**src/rtl/bpu_pkg.sv**
```systemverilog
// Shared constants for the fetch-stage branch predictor.
// Update kinds, counter seeds and the PC bus width.
package bpu_pkg;

  localparam int PC_BUS = 32;

  typedef enum logic [1:0] {
    BPU_KIND_NONE = 2'd0,
    BPU_KIND_BR   = 2'd1,
    BPU_KIND_JUMP = 2'd2
  } bpu_kind_e;

  localparam logic [1:0] BPU_CTR_INIT  = 2'b01;
  localparam logic [1:0] BPU_CTR_ALLOC = 2'b10;
  localparam logic [1:0] BPU_CTR_JUMP  = 2'b11;

endpackage

```
**src/rtl/bpu_ctr.sv**
```systemverilog
// 2-bit saturating counter next-value function.
// Pure combinational; used on the table update path.
module bpu_ctr (
  input  logic [1:0] ctr,
  input  logic       taken,
  output logic [1:0] nxt
);

  always_comb begin
    nxt = ctr;
    if (taken) begin
      if (ctr != 2'b11) nxt = ctr + 2'b01;
    end else begin
      if (ctr != 2'b00) nxt = ctr - 2'b01;
    end
  end

endmodule

```
**src/rtl/bpu.sv**
```systemverilog
// Direct-mapped branch predictor with 2-bit counters.
// Combinational lookup, one-cycle update, stall-aware.
module bpu
  import bpu_pkg::*;
#(
  parameter int ENTRIES = 16,
  parameter int IDXW    = $clog2(ENTRIES),
  parameter int TAGW    = 30 - IDXW
) (
  input  logic              clk,
  input  logic              rst_n,
  input  logic              stop,
  input  logic [PC_BUS-1:0] pc_f,
  output logic              pred_taken,
  output logic [PC_BUS-1:0] npc_pred,
  input  logic              upd_valid,
  input  logic [1:0]        upd_kind,
  input  logic [PC_BUS-1:0] upd_pc,
  input  logic              upd_taken,
  input  logic [PC_BUS-1:0] upd_target,
  input  logic              upd_mispred,
  output logic [31:0]       cnt_branch,
  output logic [31:0]       cnt_mispred
);

  logic              valid_q  [ENTRIES];
  logic [TAGW-1:0]   tag_q    [ENTRIES];
  logic [PC_BUS-1:0] target_q [ENTRIES];
  logic [1:0]        ctr_q    [ENTRIES];

  logic [IDXW-1:0] idx;
  logic [TAGW-1:0] tag;
  logic            hit;

  assign idx = pc_f[IDXW+1:2];
  assign tag = pc_f[31:IDXW+2];
  assign hit = valid_q[idx] & (tag_q[idx] == tag);

  assign pred_taken = hit & ctr_q[idx][1];
  assign npc_pred   = pred_taken ? target_q[idx]
                                 : pc_f + 32'd4;

  logic [IDXW-1:0] uidx;
  logic [TAGW-1:0] utag;
  logic            uhit;
  logic            is_br;
  logic            is_jump;
  logic            accept;
  logic [1:0]      ctr_nxt;

  assign uidx    = upd_pc[IDXW+1:2];
  assign utag    = upd_pc[31:IDXW+2];
  assign uhit    = valid_q[uidx] & (tag_q[uidx] == utag);
  assign is_br   = upd_kind == BPU_KIND_BR;
  assign is_jump = upd_kind == BPU_KIND_JUMP;
  assign accept  = upd_valid & ~stop & (is_br | is_jump);

  bpu_ctr u_ctr (
    .ctr   (ctr_q[uidx]),
    .taken (upd_taken),
    .nxt   (ctr_nxt)
  );

  // Word-offset bits never select an entry.
  logic unused_lsb;
  assign unused_lsb = ^{pc_f[1:0], upd_pc[1:0]};

  always_ff @(posedge clk) begin
    if (!rst_n) begin
      for (int i = 0; i < ENTRIES; i++) begin
        valid_q[i]  <= 1'b0;
        tag_q[i]    <= '0;
        target_q[i] <= '0;
        ctr_q[i]    <= BPU_CTR_INIT;
      end
    end else if (accept) begin
      unique case (1'b1)
        is_jump: begin
          valid_q[uidx]  <= 1'b1;
          tag_q[uidx]    <= utag;
          target_q[uidx] <= upd_target;
          ctr_q[uidx]    <= BPU_CTR_JUMP;
        end
        is_br: begin
          if (uhit) begin
            ctr_q[uidx] <= ctr_nxt;
            if (upd_taken) target_q[uidx] <= upd_target;
          end else if (upd_taken) begin
            valid_q[uidx]  <= 1'b1;
            tag_q[uidx]    <= utag;
            target_q[uidx] <= upd_target;
            ctr_q[uidx]    <= BPU_CTR_ALLOC;
          end
        end
        default: ;
      endcase
    end
  end

  always_ff @(posedge clk) begin
    if (!rst_n) begin
      cnt_branch  <= '0;
      cnt_mispred <= '0;
    end else if (accept) begin
      cnt_branch <= cnt_branch + 32'd1;
      if (upd_mispred) cnt_mispred <= cnt_mispred + 32'd1;
    end
  end

endmodule

```
**config.mk**
```make
export PLATFORM = sky130hd
export DESIGN_NAME = bpu
export DESIGN_NICKNAME = d
export VERILOG_FILES = /design/src/rtl/bpu_pkg.sv /design/src/rtl/bpu_ctr.sv /design/src/rtl/bpu.sv
export SDC_FILE = /design/constraint.sdc
export NUM_CORES = 2
export LEC_CHECK = 0
export BUFFER_PORTS_ARGS = -buffer_cell sky130_fd_sc_hd__clkbuf_2
export CORE_ASPECT_RATIO = 1.75
export CORE_UTILIZATION = 40
export CTS_CLUSTER_SIZE = 10
export DETAILED_ROUTE_END_ITERATION = 8
export GPL_TIMING_DRIVEN = 1
export HOLD_SLACK_MARGIN = 0.1
export SLEW_MARGIN = 20
export SYNTH_ARGS = -nofsm -noshare
export SYNTH_HDL_FRONTEND = slang
export SYNTH_SLANG_ARGS = --single-unit
```
**constraint.sdc**
```tcl
create_clock -name clk -period 5.4 [get_ports clk]
set_input_delay 1.08 -clock clk [delete_from_list [all_inputs] [get_ports clk]]
set_output_delay 1.08 -clock clk [all_outputs]
set_load 0.01 [all_outputs]
```
==> flow_summary.ini <==
[outcome]
status = finished with violations
failed_checks = DRC, setup timing

[yosys]
synth_cell_types = 71
synth_top_flop_cell = edfxtp_1
syn_nets = 3708
ys_ff_latch = 1040
yosys.area.top_type_share = 0.5547
synth.area.top_cells = edfxtp_1 (55%), mux4_2 (15%), and2_1 (9.9%)
netlist_area_sq_um = 51970
yosysSeqAreaShare = 0.5855
post-synth-top-area-cell = edfxtp_1
netlist_instances = 3599
ys_warn_count = 0
syn-mean-instance-area_sq_um = 14.44
synth-edff-count = 960
synthArstFlopShare = 0

[floorplan]
placeableCoreArea_sq_um = 128700
design.die.area_sq_um = 131400
initial_core_util = 0.4039
die_w_um = 274.5
fp-row-count = 174
pin_count = 201
die_h_um = 478.8

[setup_path]
start_kind = input pin
setup.worst_path.end_class = output port
cp_data_arrival_time_ns = 4.53
cp_max_fo = 8
cp.required_ns = 4.32
crit_type = in -> out

[sta]
setup_viol = 32
hold_viol_final = 0
fmax_mhz = 178.2
min_period_ns = 5.613
period_share = 1.039
worst_pin_slew_ns = 1.021
drv_slew = 0
rsz0062_at_grt = true
worst_slack_ns = -0.2129
totalNegativeSetupSlack_ns = -6.058
skew_ns = 0.04401
slew_headroom = 0.3195

[detailed_routing]
routed_via_density = 5.898
drtPass1Iterations = 9
drt_iter0_markers = 3334
dr_total_vias = 33370
route.detailed.drc = 12
ant_nets = 0
wirelength_um = 175600
drt-wirelength-per-cell_um = 31.04

[finish]
utilization = 0.4743
final_common_cell = edfxtp_1
final_cell_mix = edfxtp_1 (960), and2_1 (826), mux4_2 (356)
final_cells = 5658
fin_area_sq_um = 61030
areaGrowthSynthToFinish_pct = 17.44
nFillCells = 11120
drive_gt1_frac = 0.2859
final_nets = 4024

[global_routing]
antenna_found_initial = 17
overflow = 0
grt_max_degree = 72
grt.total_usage = 0.2686
grt_pass1_wl_um = 248500
grt_pass1_vias = 34550

[placement]
pre_cts_ws_ns = -0.4073
place_congestion = 0.9144
portBuffers = 198
place_area_sq_um = 57120
dpl.cell_count = 5445
hpwl_um = 111900

[clock_tree]
cts_buffer_depth = 3
cts_hold_buf = 0
htreeDepth = 3
numCtsBuffers = 114
cts-root-buf = clkbuf_16
cts_tree = done
clk_latency_ns = 0.75
cts_sinks = 1040
clk_pin_slew_worst_paths_ns = 0.06

[min_path]
hp-class = reg -> reg

[pwr]
peakVddDrop_mv = 0.2744
p_leak_uw = 0.02170
p_per_area_nw_per_um2 = 302.6

[job]
maxCapViolations = 0
## Yosys cell counts, types with 23 or more instances
library cell / n
xnor2_1: 87
and2_1: 826
mux2i_1: 104
edfxtp_1: 960
buf_4: 24
mux2_2: 50
dfxtp_1: 80
and3_1: 26
nand2_1: 124
a22oi_1: 28
nor2_1: 212
o21ai_0: 53
nor2b_1: 23
nand3_1: 53
xor2_1: 35
nor3_1: 26
buf_2: 44
mux4_2: 356
clkbuf_1: 202
## what timing repair did
action,4_1_cts,5_1_grt
setup endpoints to repair,32,32
buffers inserted,16,7
pin swaps,5,4
resized for setup,51,38
gates cloned,4,1
## registers in the layout, indices dropped and copies added, names as in the netlist
register	flops
tag_q	416
cnt_mispred	32
ctr_q	32
target_q	512
cnt_branch	32
valid_q	16
## metrics by stage
stage                     total power (uW)  hold slack [ns]
after floorplan                      10530           0.4325
after global placement               11410           0.4510
after detailed placement             11440           0.4564
after CTS                            18520           0.4660
after global routing                 18950           0.4923
final                                18470           0.4650
## report_power, final
part	leakage, uW	total, uW	switching (uW)	internal (uW)
sequential	0.00977	9310	151	9160
combinational	0.0104	2040	1150	889
clock	0.00155	7120	3180	3940
total	0.0217	18500	4480	14000
## final timing paths
kind / end / startpoint / cells after the start / slack, ns
hold reg to reg: valid_q[0] / valid_q[0] / 2 / 0.46
hold / removal: valid_q[0] / valid_q[0] / 2 / 0.46
setup reg to reg: tag_q[4][21] / tag_q[10][17] / 11 / 1.13
setup / recovery: npc_pred[12] / pc_f[2] / 15 / -0.21
## area by class of cell
class                      count  area, sq um  share of cell area
antenna                        6        15.01           0.0002460
clock inverter                 9        147.6            0.002419
sequential                  1040        30430              0.4986
clock buffer                 172         3080             0.05048
multi-input combinational   2238        20740              0.3398
timing repair buffer         504         4464             0.07315
inverter                      17        63.81            0.001046
tap                         1672         2092             0.03428
## critical path, stage by stage
cell and delay [ns]:
buf_16 0.16, buf_12 0.16, buf_8 0.14, mux4_2 0.50
mux4_2 0.58, xnor2_1 0.17, buf_4 0.15, and4_1 0.19
nand4_1 0.14, nor4_4 0.30, buf_6 0.19, buf_6 0.11
buf_12 0.17, mux2_4 0.31, clkbuf_2 0.14
## routing by layer
layer  routed length [um]  up-vias  share of wire  GRT usage
li1                     -    14070              -          -
met1                60380    17230           0.34     0.2985
met2                91660     1575           0.52     0.4763
met3                13010      487          0.074    0.05318
met4                10490       16          0.060     0.1489
met5                  106        -        0.00060          0
## kinds of logic (layout without fill, tap and decap cells)
kind of cell	count (synthesis)	count (layout)	share of synthesized area
muxes	518	518	0.1869
other	0	6	0
adders and majority gates	6	6	0.001396
buffers and inverters	321	702	0.02774
AOI/OAI and AO/OA	215	215	0.02877
DFF	1040	1040	0.5855
and+or+nand+nor	1377	1377	0.1491
xor gates and xnor gates	122	122	0.02056
No activity file was read; power rests on OpenSTA's default activity.
